`src/rtl/branch_predictor_2bit_if.sv`:
```
// rtl/branch_predictor_2bit_if.sv - lookup and resolve signal bundle for branch_predictor_2bit (BP_GSHARE_EN adds history ports)
interface branch_predictor_2bit_if #(
  parameter int DATA_WIDTH    = 32,
  parameter int MISS_CNT_BITS = 16,
  parameter int HIST_BITS     = 4
);
  logic [6:0]               if_id_opcode;
  logic [DATA_WIDTH-1:0]    if_pc;
  logic                     prediction;
  logic [DATA_WIDTH-1:0]    branch_target;
  logic                     btb_hit;
  logic [6:0]               ex_mem_opcode;
  logic [DATA_WIDTH-1:0]    ex_mem_pc;
  logic                     ex_mem_branch_taken;
  logic [DATA_WIDTH-1:0]    ex_mem_branch_target;
  logic                     ex_mem_predicted;
  logic [DATA_WIDTH-1:0]    ex_mem_pred_target;
  logic                     prediction_checkout_ex_mem;
  logic                     mispredict;
  logic [MISS_CNT_BITS-1:0] mispredict_count;
`ifdef BP_GSHARE_EN
  logic [HIST_BITS-1:0]     if_hist;
  logic [HIST_BITS-1:0]     ex_mem_hist;

  modport master (
    output if_id_opcode, if_pc, ex_mem_opcode, ex_mem_pc, ex_mem_branch_taken,
           ex_mem_branch_target, ex_mem_predicted, ex_mem_pred_target, ex_mem_hist,
    input  prediction, branch_target, btb_hit, prediction_checkout_ex_mem,
           mispredict, mispredict_count, if_hist
  );

  modport slave (
    input  if_id_opcode, if_pc, ex_mem_opcode, ex_mem_pc, ex_mem_branch_taken,
           ex_mem_branch_target, ex_mem_predicted, ex_mem_pred_target, ex_mem_hist,
    output prediction, branch_target, btb_hit, prediction_checkout_ex_mem,
           mispredict, mispredict_count, if_hist
  );
`else
  modport master (
    output if_id_opcode, if_pc, ex_mem_opcode, ex_mem_pc, ex_mem_branch_taken,
           ex_mem_branch_target, ex_mem_predicted, ex_mem_pred_target,
    input  prediction, branch_target, btb_hit, prediction_checkout_ex_mem,
           mispredict, mispredict_count
  );

  modport slave (
    input  if_id_opcode, if_pc, ex_mem_opcode, ex_mem_pc, ex_mem_branch_taken,
           ex_mem_branch_target, ex_mem_predicted, ex_mem_pred_target,
    output prediction, branch_target, btb_hit, prediction_checkout_ex_mem,
           mispredict, mispredict_count
  );
`endif
endinterface

```
`src/rtl/branch_predictor_2bit.sv`:
```
// rtl/branch_predictor_2bit.sv - direct-mapped tagged BTB with saturating counters; optional BP_GSHARE_EN history indexing
module branch_predictor_2bit #(
  parameter int DATA_WIDTH    = 32,
  parameter int BRANCH_NO     = 16,
  parameter int TAG_BITS      = 8,
  parameter int CNT_BITS      = 2,
  parameter int MISS_CNT_BITS = 16
`ifdef BP_GSHARE_EN
  ,
  parameter int HIST_BITS     = 4
`endif
) (
  input logic                   i_clk,
  input logic                   i_rst,
  branch_predictor_2bit_if.slave bp
);

  localparam int                 IDX_BITS = $clog2(BRANCH_NO);
  localparam logic [6:0]         B_TYPE   = 7'b1100011;
  localparam logic [CNT_BITS-1:0] CNT_WNT = {1'b0, {(CNT_BITS-1){1'b1}}};
  localparam logic [CNT_BITS-1:0] CNT_WT  = {1'b1, {(CNT_BITS-1){1'b0}}};
  localparam logic [CNT_BITS-1:0] CNT_MAX = '1;
  localparam logic [MISS_CNT_BITS-1:0] MISS_MAX = '1;

  logic                  r_valid  [BRANCH_NO];
  logic [TAG_BITS-1:0]   r_tag    [BRANCH_NO];
  logic [CNT_BITS-1:0]   r_cnt    [BRANCH_NO];
  logic [DATA_WIDTH-1:0] r_target [BRANCH_NO];
  logic [MISS_CNT_BITS-1:0] r_miss_cnt;

  logic [IDX_BITS-1:0]   w_lk_idx;
  logic [IDX_BITS-1:0]   w_up_idx;
  logic [TAG_BITS-1:0]   w_lk_tag;
  logic [TAG_BITS-1:0]   w_up_tag;
  logic                  w_lk_hit;
  logic                  w_lk_pred;
  logic                  w_up_match;
  logic                  w_update;
  logic                  w_mispredict;
  logic                  w_unused_pc;

`ifdef BP_GSHARE_EN
  logic [HIST_BITS-1:0]  r_ghr;

  assign w_lk_idx   = bp.if_pc[IDX_BITS+1:2] ^ IDX_BITS'(r_ghr);
  assign w_up_idx   = bp.ex_mem_pc[IDX_BITS+1:2] ^ IDX_BITS'(bp.ex_mem_hist);
  assign bp.if_hist = r_ghr;
`else
  assign w_lk_idx   = bp.if_pc[IDX_BITS+1:2];
  assign w_up_idx   = bp.ex_mem_pc[IDX_BITS+1:2];
`endif

  assign w_lk_tag    = bp.if_pc[IDX_BITS+2+TAG_BITS-1:IDX_BITS+2];
  assign w_up_tag    = bp.ex_mem_pc[IDX_BITS+2+TAG_BITS-1:IDX_BITS+2];
  assign w_unused_pc = ^{bp.if_pc, bp.ex_mem_pc};

  // Lookup reads registered state only, so a same-cycle update is not bypassed.
  assign w_lk_hit   = (bp.if_id_opcode == B_TYPE) && r_valid[w_lk_idx] && (r_tag[w_lk_idx] == w_lk_tag);
  assign w_lk_pred  = w_lk_hit && r_cnt[w_lk_idx][CNT_BITS-1];
  assign w_up_match = r_valid[w_up_idx] && (r_tag[w_up_idx] == w_up_tag);
  assign w_update   = (bp.ex_mem_opcode == B_TYPE);

  assign w_mispredict = w_update &&
                        ((bp.ex_mem_predicted != bp.ex_mem_branch_taken) ||
                         (bp.ex_mem_predicted && bp.ex_mem_branch_taken &&
                          (bp.ex_mem_pred_target != bp.ex_mem_branch_target)));

  assign bp.btb_hit                    = w_lk_hit;
  assign bp.prediction                 = w_lk_pred;
  assign bp.branch_target              = w_lk_pred ? r_target[w_lk_idx] : '0;
  assign bp.prediction_checkout_ex_mem = w_up_match && r_cnt[w_up_idx][CNT_BITS-1];
  assign bp.mispredict                 = w_mispredict;
  assign bp.mispredict_count           = r_miss_cnt;

  always_ff @(posedge i_clk or posedge i_rst) begin
    if (i_rst) begin
      for (int i = 0; i < BRANCH_NO; i++) begin
        r_valid[i]  <= 1'b0;
        r_tag[i]    <= '0;
        r_cnt[i]    <= CNT_WNT;
        r_target[i] <= '0;
      end
    end else if (w_update) begin
      r_valid[w_up_idx] <= 1'b1;
      r_tag[w_up_idx]   <= w_up_tag;
      if (w_up_match) begin
        if (bp.ex_mem_branch_taken) begin
          if (r_cnt[w_up_idx] != CNT_MAX) begin
            r_cnt[w_up_idx] <= r_cnt[w_up_idx] + CNT_BITS'(1);
          end
          r_target[w_up_idx] <= bp.ex_mem_branch_target;
        end else if (r_cnt[w_up_idx] != '0) begin
          r_cnt[w_up_idx] <= r_cnt[w_up_idx] - CNT_BITS'(1);
        end
      end else begin
        // Miss always evicts the previous occupant of this slot.
        r_cnt[w_up_idx]    <= bp.ex_mem_branch_taken ? CNT_WT : CNT_WNT;
        r_target[w_up_idx] <= bp.ex_mem_branch_taken ? bp.ex_mem_branch_target : '0;
      end
    end
  end

  always_ff @(posedge i_clk or posedge i_rst) begin
    if (i_rst) begin
      r_miss_cnt <= '0;
    end else if (w_mispredict && (r_miss_cnt != MISS_MAX)) begin
      r_miss_cnt <= r_miss_cnt + MISS_CNT_BITS'(1);
    end
  end

`ifdef BP_GSHARE_EN
  always_ff @(posedge i_clk or posedge i_rst) begin
    if (i_rst) begin
      r_ghr <= '0;
    end else if (w_update) begin
      r_ghr <= HIST_BITS'({r_ghr, bp.ex_mem_branch_taken});
    end
  end
`endif

endmodule
```
`src/flat_wrapper.sv`:
```
// flat-port wrapper written by rule: the top's interface ports become plain ports
module branch_predictor_2bit_flat 
#(
  parameter int DATA_WIDTH    = 32,
  parameter int BRANCH_NO     = 16,
  parameter int TAG_BITS      = 8,
  parameter int CNT_BITS      = 2,
  parameter int MISS_CNT_BITS = 16

)
  (i_clk, i_rst, bp_if_id_opcode, bp_if_pc, bp_ex_mem_opcode, bp_ex_mem_pc, bp_ex_mem_branch_taken, bp_ex_mem_branch_target, bp_ex_mem_predicted, bp_ex_mem_pred_target, bp_prediction, bp_branch_target, bp_btb_hit, bp_prediction_checkout_ex_mem, bp_mispredict, bp_mispredict_count);
  branch_predictor_2bit_if #(.DATA_WIDTH(DATA_WIDTH), .MISS_CNT_BITS(MISS_CNT_BITS)) bp_i ();
  input logic i_clk;
  input logic i_rst;
  input wire logic [$bits(bp_i.if_id_opcode)-1:0] bp_if_id_opcode;
  input wire logic [$bits(bp_i.if_pc)-1:0] bp_if_pc;
  input wire logic [$bits(bp_i.ex_mem_opcode)-1:0] bp_ex_mem_opcode;
  input wire logic [$bits(bp_i.ex_mem_pc)-1:0] bp_ex_mem_pc;
  input wire logic [$bits(bp_i.ex_mem_branch_taken)-1:0] bp_ex_mem_branch_taken;
  input wire logic [$bits(bp_i.ex_mem_branch_target)-1:0] bp_ex_mem_branch_target;
  input wire logic [$bits(bp_i.ex_mem_predicted)-1:0] bp_ex_mem_predicted;
  input wire logic [$bits(bp_i.ex_mem_pred_target)-1:0] bp_ex_mem_pred_target;
  output wire logic [$bits(bp_i.prediction)-1:0] bp_prediction;
  output wire logic [$bits(bp_i.branch_target)-1:0] bp_branch_target;
  output wire logic [$bits(bp_i.btb_hit)-1:0] bp_btb_hit;
  output wire logic [$bits(bp_i.prediction_checkout_ex_mem)-1:0] bp_prediction_checkout_ex_mem;
  output wire logic [$bits(bp_i.mispredict)-1:0] bp_mispredict;
  output wire logic [$bits(bp_i.mispredict_count)-1:0] bp_mispredict_count;
  assign bp_i.if_id_opcode = bp_if_id_opcode;
  assign bp_i.if_pc = bp_if_pc;
  assign bp_i.ex_mem_opcode = bp_ex_mem_opcode;
  assign bp_i.ex_mem_pc = bp_ex_mem_pc;
  assign bp_i.ex_mem_branch_taken = bp_ex_mem_branch_taken;
  assign bp_i.ex_mem_branch_target = bp_ex_mem_branch_target;
  assign bp_i.ex_mem_predicted = bp_ex_mem_predicted;
  assign bp_i.ex_mem_pred_target = bp_ex_mem_pred_target;
  assign bp_prediction = bp_i.prediction;
  assign bp_branch_target = bp_i.branch_target;
  assign bp_btb_hit = bp_i.btb_hit;
  assign bp_prediction_checkout_ex_mem = bp_i.prediction_checkout_ex_mem;
  assign bp_mispredict = bp_i.mispredict;
  assign bp_mispredict_count = bp_i.mispredict_count;
  branch_predictor_2bit #(.DATA_WIDTH(DATA_WIDTH), .BRANCH_NO(BRANCH_NO), .TAG_BITS(TAG_BITS), .CNT_BITS(CNT_BITS), .MISS_CNT_BITS(MISS_CNT_BITS)) u_core (.i_clk(i_clk), .i_rst(i_rst), .bp(bp_i));
endmodule
```
`config.mk`:
```
export PLATFORM = sky130hd
export DESIGN_NAME = branch_predictor_2bit_flat
export DESIGN_NICKNAME = d
export VERILOG_FILES = /design/src/rtl/branch_predictor_2bit_if.sv /design/src/rtl/branch_predictor_2bit.sv /design/src/flat_wrapper.sv
export SDC_FILE = /design/constraint.sdc
export NUM_CORES = 1
export LEC_CHECK = 0
export BUFFER_PORTS_ARGS = -buffer_cell sky130_fd_sc_hd__buf_2
export CORE_ASPECT_RATIO = 1.2
export CORE_MARGIN = 2
export CORE_UTILIZATION = 53
export CTS_CLUSTER_DIAMETER = 60
export DETAILED_ROUTE_END_ITERATION = 8
export PLACE_DENSITY = 0.8
export SYNTH_ARGS = -nofsm -noshare
export SYNTH_HDL_FRONTEND = slang
export SYNTH_SLANG_ARGS = --single-unit
```
`constraint.sdc`:
```
create_clock -name i_clk -period 64.5 [get_ports i_clk]
set_input_delay 6.45 -clock i_clk [delete_from_list [all_inputs] [get_ports i_clk]]
set_output_delay 6.45 -clock i_clk [all_outputs]
set_load 0.05 [all_outputs]
```
---- Word level (Yosys, flattened, before mapping) ----
Index checks and enable logic that the tools add are counted.
operators by class
  add/sub/neg operators ................... 3
  multiply operators ...................... 0
  div/mod/pow operators ................... 0
  magnitude comparators ................... 3
  equality and inequality tests ........... 11
  shifts and indexed selects .............. 0
  multiplexer cells ....................... 44
  bitwise gates (word level) .............. 3
  reductions and logical operators ........ 14
operators by type and width
  operator                                                   count
  bitwise mux 512 bit                                        2
  two-way mux 512 bit                                        2
  two-way mux 32 bit                                         9
  binary-select mux 32 bit (select 4 bit)                    1
  bitwise mux 128 bit                                        1
  demux 32 bit (select 4 bit)                                1
  bitwise mux 32 bit                                         3
  binary-select mux 8 bit (select 4 bit)                     2
  two-way mux 8 bit                                          5
  demux 8 bit (select 4 bit)                                 1
  != test 32 bit                                             1
  adder 16 x 1 -> 16 bit (second input constant)             1
  binary-select mux 2 bit (select 4 bit)                     2
  == test 8 bit                                              2
  != test 16 bit (second input constant)                     1
  OR 16 bit                                                  1
  == test 7 bit (second input constant)                      2
  two-way mux 2 bit                                          6
  greater-or-equal comparator 5 bit (second input constant)  2
  logical AND 1 bit                                          10
  NOT 4 -> 5 bit                                             2
  binary-select mux 1 bit (select 4 bit)                     2
  demux 2 bit (select 4 bit)                                 1
  != test 3 bit (second input constant)                      2
  other kinds (11)                                           16
word-level totals
  flip-flop bits (word level) ............. 704
  latch bits .............................. 0
  bits in writable memories ............... 0
  ROM bits ................................ 0
  input port bits ......................... 146
  output and inout bits ................... 52
  word-level logic and storage cells ...... 143
  memories ................................ 0

---- Depth between registers and ports, before layout ----
Gate-level depths: netlist of the first run.
  depth after elaboration ................. 9
  gate-level depth with buffers ........... 15
  mapped depth without buffers ............ 10

---- Worst setup path after synthesis of the first run ----
Ideal clock, no wire load.
  path kind ............................... input -> output
  from .................................... input bp_if_pc[2]
  to ...................................... output bp_branch_target[10]
  arrival time ............................ 9.646 ns
  data required time ...................... 58.050 ns
  setup slack ............................. 48.404 ns
  stages on the path ...................... 11
  path buffers ............................ 4
  cells stage by stage .................... buf_2 > buf_2 > buf_2 > mux4_2 > mux2i_1 > a21oi_1 > xor2_1 > nor4_1 > nand4_1 > clkbuf_1 > nor2b_1
between the ends
  word-level cells in the longest chain between the ends .. 8
  elaborated cells on any way between the ends .. 18
  classes of those cells .................. 1 x eq/ne; 13 x mux; 1 x bitwise; 3 x reduce/logical
RTL lines
  element                                                                                                  RTL line                                                                               source
  start: declaration                                                                                       flat_wrapper.sv:16                                                                     input wire logic [$bits(bp_i.if_pc)-1:0] bp_if_pc;
  NOT 4 -> 5 bit (implied by the code) *                                                                   branch_predictor_2bit.sv:58, branch_predictor_2bit.sv:59, branch_predictor_2bit.sv:70
  binary-select mux 8 bit (select 4 bit) / binary-select mux 1 bit (select 4 bit) (equally long branches)  branch_predictor_2bit.sv:58                                                            assign w_lk_hit = (bp.if_id_opcode == B_TYPE) && r_valid[w_lk_idx] && (r_tag[w_lk_idx] == w_lk_tag);
  two-way mux 8 bit (implied by the code) / two-way mux 1 bit (equally long branches) (2 in series)        branch_predictor_2bit.sv:58
  == test 8 bit / logical AND 1 bit (equally long branches)                                                branch_predictor_2bit.sv:58
  logical AND 1 bit                                                                                        branch_predictor_2bit.sv:58
  logical AND 1 bit                                                                                        branch_predictor_2bit.sv:59                                                            assign w_lk_pred = w_lk_hit && r_cnt[w_lk_idx][CNT_BITS-1];
  two-way mux 32 bit *                                                                                     branch_predictor_2bit.sv:70                                                            assign bp.branch_target = w_lk_pred ? r_target[w_lk_idx] : '0;
  end: declaration                                                                                         flat_wrapper.sv:24                                                                     output wire logic [$bits(bp_i.branch_target)-1:0] bp_branch_target;
Mark *: on every way between the ends. The rest lies on a longest branch, timed or not. The select of a mux whose other input is x is not followed.

---- Worst setup path in the final report of the first run ----
  from .................................... input bp_if_pc[2]
  to ...................................... output bp_branch_target[29]
Same word-level chain as after synthesis.

==> results.ini, run 1 <==
[clock_tree]
cts_buffer_depth=3
ctsHoldBuffers=0
cts.htree.levels=3
clk_pin_slew_ns=0.06
cts_inserted_buffers=71
cts_tree=built
clock_latency_ns=0.63
cts_root_buffer=clkbuf_16
cts_setup_buffers=0
cts.repair.resized=0
cts_sinks=704

[final_layout]
regArea_mm2=0.0176
final_area_mm2=0.0367
nFillCells=4548
multi_input_area_mm2=0.0144
nNetsFinal=2667
drive_gt1_share_pct=25.2
area_growth_pct=11.1

[synthesis]
netlist_instances=2485
ys_seq_area_share_pct=53.4
yosys-top-cells-area=dfrtp_1 52%, mux4_2 16%, o2bb2ai_1 14%
synth.distinct_cells=54
ys_ff_latch=704
ys.flop_type=dfrtp_1
synthArstFlopShare_pct=100
synth_top_area_share_pct=52.1
postSynthNetCount=2635
yosysWarnings=0
synth_edf_count=0
syn_area_mm2=0.0331
syn_area_per_cell_um2=13.3
yosysTopAreaCell=dfrtp_1

[grt]
grt_usage_pct=32.4
grt_pass1_vias=25300
grt.overflow.total=0
grt_pass1_wl_um=156000
grt_max_degree=173
antenna_found_initial=2

[detailed_routing]
first_iter_violations=2921
vias_per_cell=7.15
drt-wirelength-per-cell_um=30.4
vias=24200
ant_nets=0
drt-total-wl_um=103000
dr.pass1.iters=7
drc=0

[min_path]
whs_path_depth=1
min_to=u_core.r_cnt[26]
hold_path.startpoint=u_core.r_cnt[26]
min_path_type=flip-flop to flip-flop

[worst_setup_path]
crit_type=input port to primary output
crit_required_ns=58.05
r2r_slack_ns=60.19
arrival_ns=11.45
worstSetupEndpointType=primary output
worstPathMaxFanout=75
r2r-start=u_core.r_tag[7]
r2r-end=u_core.r_target[122]
start_kind=input port
rr_worst_depth=8

[floorplan]
die_h_um=278
die_x_um=232
coreArea_mm2=0.0618
dieArea_mm2=0.0644
fp-row-count=100
start_util_pct=53.5
io_pins=198

[run_status]
status=finished, final reports clean

[sta]
fin_skew_ns=0.0229
finalCritPeriodShare_pct=27.8
drv_slew=0
clock.fmax_mhz=55.9
tightest_slew_ns=1.26
rsz0062_at_grt=false
fin_tns_setup_ns=0
hold_viol=0
setup_viol=0
fin_crit_ns=17.90
relSlewSlack_pct=15.2

[pwr]
power.density_mw_per_mm2=25.7
p_leak_nw=16.2
p_switching_mw=0.222
pwr-share-comb_pct=6.0
totalPowerFinal_mw=0.942
p_int_mw=0.720
peakVddDrop_mv=0.0217
seqPwrFrac_pct=47.7
swShare_pct=23.6
clkPwrFrac_pct=46.3

[flow_run]
max_cap_viol_count=0

[place]
dpl_cell_area_mm2=0.0343
portBuffers=157
gp_congestion=0.880
dpl.hpwl_um=57500

how the worst max path moves through the flow:
| stage | depth (start not counted) | endpoint | startpoint |
|---|---|---|---|
| floorplan | 1 | u_core.bp.mispredict_count[0] | i_rst |
| detailed placement | 12 | bp_branch_target[30] | bp_if_pc[2] |
| finish | 12 | bp_branch_target[29] | bp_if_pc[2] |
| global route | 12 | bp_branch_target[29] | bp_if_pc[2] |
| global placement | 12 | bp_branch_target[30] | bp_if_pc[2] |
| CTS | 12 | bp_branch_target[30] | bp_if_pc[2] |
cells in the mapped netlist (all sizes together), types with 2 or more instances:
| master | number |
|---|---|
| nand2 | 374 |
| nand2b | 23 |
| o21ai | 22 |
| o31ai | 2 |
| nor2b | 45 |
| or3 | 2 |
| buf | 90 |
| and2 | 4 |
| mux2i | 41 |
| a41o | 2 |
| nor3 | 13 |
| a211oi | 6 |
| and3 | 5 |
| a21oi | 12 |
| nand4 | 13 |
| a22oi | 18 |
| nand3 | 21 |
| dfstp | 16 |
| xnor2 | 51 |
| nor4 | 6 |
| a22o | 7 |
| o2bb2ai | 528 |
| and4 | 2 |
| a21boi | 2 |
| xor2 | 12 |
| mux4 | 238 |
| ha | 4 |
| inv | 21 |
| clkbuf | 155 |
| nor2 | 22 |
| dfrtp | 688 |
| mux2 | 26 |
area by class of cell:
class	count	share of cell area, %
tap	816	2.78
timing repair buffer	204	3.19
inverter	22	0.245
multi-input combinational	1514	39.1
clock inverter	27	0.933
antenna	2	0.0136
clock buffer	101	5.68
sequential	704	48.0
sequential cells by signal (all words and copies together), names as in the netlist:
register,flops
u_core.r_cnt,32
u_core.bp.mispredict_count,16
u_core.r_valid,16
u_core.r_target,512
u_core.r_tag,128
per-stage QoR:
stage          instances  hold slack (ns)  utilization [%]  worst slack, ns
5_1_grt             3388            0.483             59.4            46.26
6_report            3390            0.479             59.4            46.60
4_1_cts             3388            0.479             59.4            46.53
2_1_floorplan       2485            0.446                -            38.33
3_5_place_dp        3260            0.468             55.5            46.57
3_3_place_gp        3260            0.464             55.5            46.52
critical path: stages:
cell and delay [ns]:
buf_8 0.60, buf_4 0.84, mux4_2 0.60, nor2b_1 0.15, a211oi_1 0.22, a21oi_1 0.09
xor2_1 0.20, nor4_1 0.79, nand4_1 0.17, buf_4 0.38, nor2b_1 0.45, buf_2 0.35
layer usage:
layer  up-vias  routed length (um)  track usage (%)
met5         -                   0                0
met4         0                6180             18.0
met3       424               12400             9.14
met2      1804               48000             49.6
met1     12500               36500             42.0
li1       9500                   -                -
cell families (layout without fill, tap and decap cells):
family | count (synthesis) | after routing | synth area share [%]
buffers and inverters | 267 | 354 | 3.37
adder cells (fa/ha/maj) | 4 | 4 | 0.151
XOR/XNOR | 63 | 63 | 1.67
AO/OA/AOI/OAI | 607 | 607 | 15.9
flip-flops | 704 | 704 | 53.4
multiplexers | 305 | 305 | 18.4
other | 0 | 2 | 0
AND/OR/NAND/NOR | 535 | 535 | 7.19
placed cells by master (no fill, tap or decap), types with 5 or more instances in the layout:
| master | n |
|---|---|
| o2bb2ai_1 | 518 |
| nor3_1 | 13 |
| nand2_2 | 27 |
| dfstp_2 | 16 |
| nand2_1 | 346 |
| bufinv_16 | 7 |
| buf_4 | 48 |
| clkbuf_1 | 15 |
| xnor2_1 | 51 |
| dfrtp_1 | 688 |
| nor2b_1 | 45 |
| nand4_1 | 13 |
| nor2_1 | 22 |
| nand2b_1 | 23 |
| clkinv_2 | 14 |
| mux2i_1 | 40 |
| a22oi_1 | 18 |
| nand3_1 | 17 |
| o21ai_0 | 22 |
| xor2_1 | 12 |
| clkbuf_8 | 11 |
| mux2_2 | 26 |
| a211oi_1 | 6 |
| buf_2 | 153 |
| and3_1 | 5 |
| a21oi_1 | 12 |
| nor4_1 | 5 |
| mux4_2 | 238 |
| clkbuf_16 | 75 |
| o2bb2ai_2 | 10 |
| a22o_1 | 7 |
| inv_1 | 20 |
power groups by stage:
stage / combinational, mW / clock [mW] / sequential, mW
3_5_place_dp: 0.0563 / 0 / 0.457
4_1_cts: 0.0566 / 0.436 / 0.449
3_3_place_gp: 0.0545 / 0 / 0.457
6_report: 0.0565 / 0.436 / 0.449
5_1_grt: 0.0609 / 0.456 / 0.450
2_1_floorplan: 0.0394 / 0 / 0.457
Note: power is estimated with default switching activity, not from simulation.
==> inputs of run 2 (changes only) <==
ABC_AREA = 1   (was not set)
PLACE_DENSITY = 0.82   (was 0.8)
clock period = 15.4 ns   (was 64.5 ns; I/O delays follow)
==> run 2 against run 1 <==
  * Routed wire length hardly changed
  * First-iteration DRC count up 12%
  * Via count increased by 30%
  * Highest routed layer is now met5
==> results.ini, run 2 <==
[worst_setup_path]
arrival_ns=5.98  ; -5.47 ns
r2r_slack_ns=11.80  ; -48.39 ns
crit_type=input port to primary output
worstPathMaxFanout=53  ; -29%
critPathTopFamily=buffers and inverters
cp_slowest_cell=buf_4
slowest_delay_ns=0.69  ; -0.15 ns
worstSetupEndpointType=primary output
crit_chain=buf_4 -> buf_4 -> buf_4 -> o21ai_0 -> a21oi_1 -> o22ai_1 -> o22ai_1 -> xor2_1 -> nor2_1 -> nand3_2 -> nor2_1 -> buf_2
start_kind=input port
critPathBufInv=4  ; unchanged
cp_common_cell=buf_4
crit_required_ns=13.86  ; -44.19 ns

[synthesis]
synth_edf_count=0  ; unchanged
syn_area_per_cell_um2=8.09  ; -39%
yosysWarnings=0  ; unchanged
ys_seq_area_share_pct=48.7  ; -4.7 points
syn_area_mm2=0.0362  ; +9.7%
postSynthNetCount=4628  ; +76%
yosysTopAreaCell=dfrtp_1
netlist_instances=4478  ; +80%
synth_top_area_share_pct=47.5  ; -4.6 points
ys.flop_type=dfrtp_1
synth.distinct_cells=46  ; -15%
synthArstFlopShare_pct=100  ; unchanged
synthTopCellsByCount=1327 x nand2_1, 688 x dfrtp_1, 619 x o21ai_0
yosys-top-cells-area=dfrtp_1 47%, nand2_1 14%, o21ai_0 8.5%
synth_most_common_cell=nand2_1
ys_ff_latch=704  ; unchanged

[final_layout]
regArea_mm2=0.0176  ; unchanged
reg.largest.list=u_core.r_target (512), u_core.r_tag (128), u_core.r_cnt (32)
largest_reg_flops=512  ; unchanged
multi_input_area_mm2=0.0158  ; +9.7%
mostFrequentLayoutCells=1327 x nand2_1, 688 x dfrtp_1, 619 x o21ai_0
nNetsFinal=4566  ; +71%
final_cells=5380  ; +59%
final_area_mm2=0.0391  ; +6.4%
top_register=u_core.r_target
nFillCells=5913  ; +30%
drive_gt1_share_pct=10.2  ; -15 points
area_growth_pct=7.84
final_common_cell=nand2_1

[place]
portBuffers=157  ; unchanged
dpl.hpwl_um=57100  ; -0.71%
gp_congestion=0.895  ; +1.7%
dpl_cell_area_mm2=0.0367  ; +7.0%
placed_cells=5253  ; +61%

[floorplan]
start_util_pct=53.3  ; -0.21 points
die_x_um=243  ; +4.6%
fp-row-count=105  ; +5.0%
die_h_um=290  ; +4.7%
io_pins=198  ; unchanged
dieArea_mm2=0.0705  ; +9.5%
coreArea_mm2=0.0681  ; +10%

[flow_run]
max_cap_viol_count=0  ; unchanged

[clock_tree]
cts.htree.levels=3  ; unchanged
cts_sinks=704  ; unchanged
cts.repair.resized=0  ; unchanged
ctsHoldBuffers=0  ; unchanged
cts_inserted_buffers=70  ; -1.4%
cts_setup_buffers=0  ; unchanged
clk_pin_slew_ns=0.06  ; about the same
cts_root_buffer=clkbuf_16
clock_latency_ns=0.63  ; about the same
cts_tree=built
cts_buffer_depth=3  ; unchanged

[min_path]
min_path_type=flip-flop to flip-flop

[grt]
grt_pass1_wl_um=164000  ; +4.8%
grt_usage_pct=29.0  ; -3.4 points
antenna_found_initial=4  ; +2
grt_pass1_vias=29900  ; +18%
grt_max_degree=202  ; +17%
grt.overflow.total=0  ; unchanged

[sta]
hold_viol=0  ; unchanged
fin_crit_ns=7.52
rsz0062_at_grt=false
finalCritPeriodShare_pct=48.8
drv_slew=0  ; unchanged
holdWs_ns=0.469  ; -0.00930 ns
clock.fmax_mhz=133
setup_viol=0  ; unchanged
fin_tns_setup_ns=0  ; unchanged
relSlewSlack_pct=18.5  ; +3.3 points
tightest_slew_ns=1.22  ; -0.0381 ns
fin_skew_ns=0.0218  ; -0.00114 ns

[detailed_routing]
drc=0  ; unchanged
ant_nets=0  ; unchanged
first_iter_violations=3267  ; +12%
vias=31400  ; +30%
drt-total-wl_um=103000  ; about the same
vias_per_cell=5.84  ; -18%
drt-wirelength-per-cell_um=19.1  ; -37%
dr.pass1.iters=6  ; -1

[pwr]
peakVddDrop_mv=0.0900  ; +310%
p_leak_nw=18.1  ; +12%
power.density_mw_per_mm2=102  ; +300%

[run_status]
status=finished, final reports clean

## run 2: metal layers
metal	vias to the layer above	track usage (%)	wire length, um
met5	-	0	37
met4	6	14.1	4780
met3	332	5.01	9170
met2	1484	46.5	47900
met1	14900	38.3	41100
li1	14700	-	-
## run 2: final timing paths
path / from / end / cells after the start
worst max-delay path: bp_if_pc[3] / bp_branch_target[19] / 12
worst min-delay path: u_core.r_cnt[4] / u_core.r_cnt[4] / 2
worst max register to register: u_core.r_tag[95] / u_core.r_cnt[16] / 16
worst min register to register: u_core.r_cnt[4] / u_core.r_cnt[4] / 2
max in group asynchronous: i_rst / u_core.r_target[50] / 6
min in group asynchronous: i_rst / u_core.r_target[448] / 3
## run 2: cell type report
class | instances | area share [%]
Sequential cell | 704 | 45.1
Multi-Input combinational cell | 3178 | 40.3
Clock buffer | 101 | 5.30
Timing Repair Buffer | 198 | 2.96
Tap cell | 909 | 2.91
Inverter | 264 | 2.56
Clock inverter | 24 | 0.807
Antenna cell | 2 | 0.0128
## run 2: per-stage QoR
| step | worst slack [ns] | utilization (%) | total power [mW] |
|---|---|---|---|
| after floorplan | 4.24 | - | 2.14 |
| after global placement | 8.01 | 53.9 | 2.23 |
| after detailed placement | 7.96 | 53.9 | 2.24 |
| after CTS | 7.95 | 57.4 | 4.01 |
| after global routing | 7.61 | 57.4 | 4.12 |
| final | 7.88 | 57.4 | 4.00 |
## run 2: worst reg2reg max path, cell delays in order, from the launching register on
cell     delay, ns
dfrtp_1       0.39
nand2_1       0.07
nand2_1       0.07
nand2_1       0.06
nand2_1       0.10
nand2_1       0.08
nand2_1       0.07
nor2_1        0.14
nand2_1       0.06
nand2_1       0.14
nand2_1       0.11
nor2_4        0.19
nand3_2       0.16
nand2_4       0.72
nand2_1       0.77
nand4_1       0.31
nand2_1       0.08
## run 2: cells by family (layout without fill, tap and decap cells)
group	Yosys count	count (layout)	share of synthesized area, %
other	0	2	0
XOR/XNOR	47	47	1.14
multiplexers	167	167	4.80
AND/OR/NAND/NOR	1739	1739	20.1
buffers and inverters	596	587	7.87
adder cells (fa/ha/maj)	4	4	0.138
flip-flops	704	704	48.7
AO/OA/AOI/OAI	1221	1221	17.3
## run 2: report_power, final
part	internal [mW]	switching (mW)
registers	1.87	0.0118
clock network	1.04	0.748
logic	0.0870	0.243
total	3.00	1.00
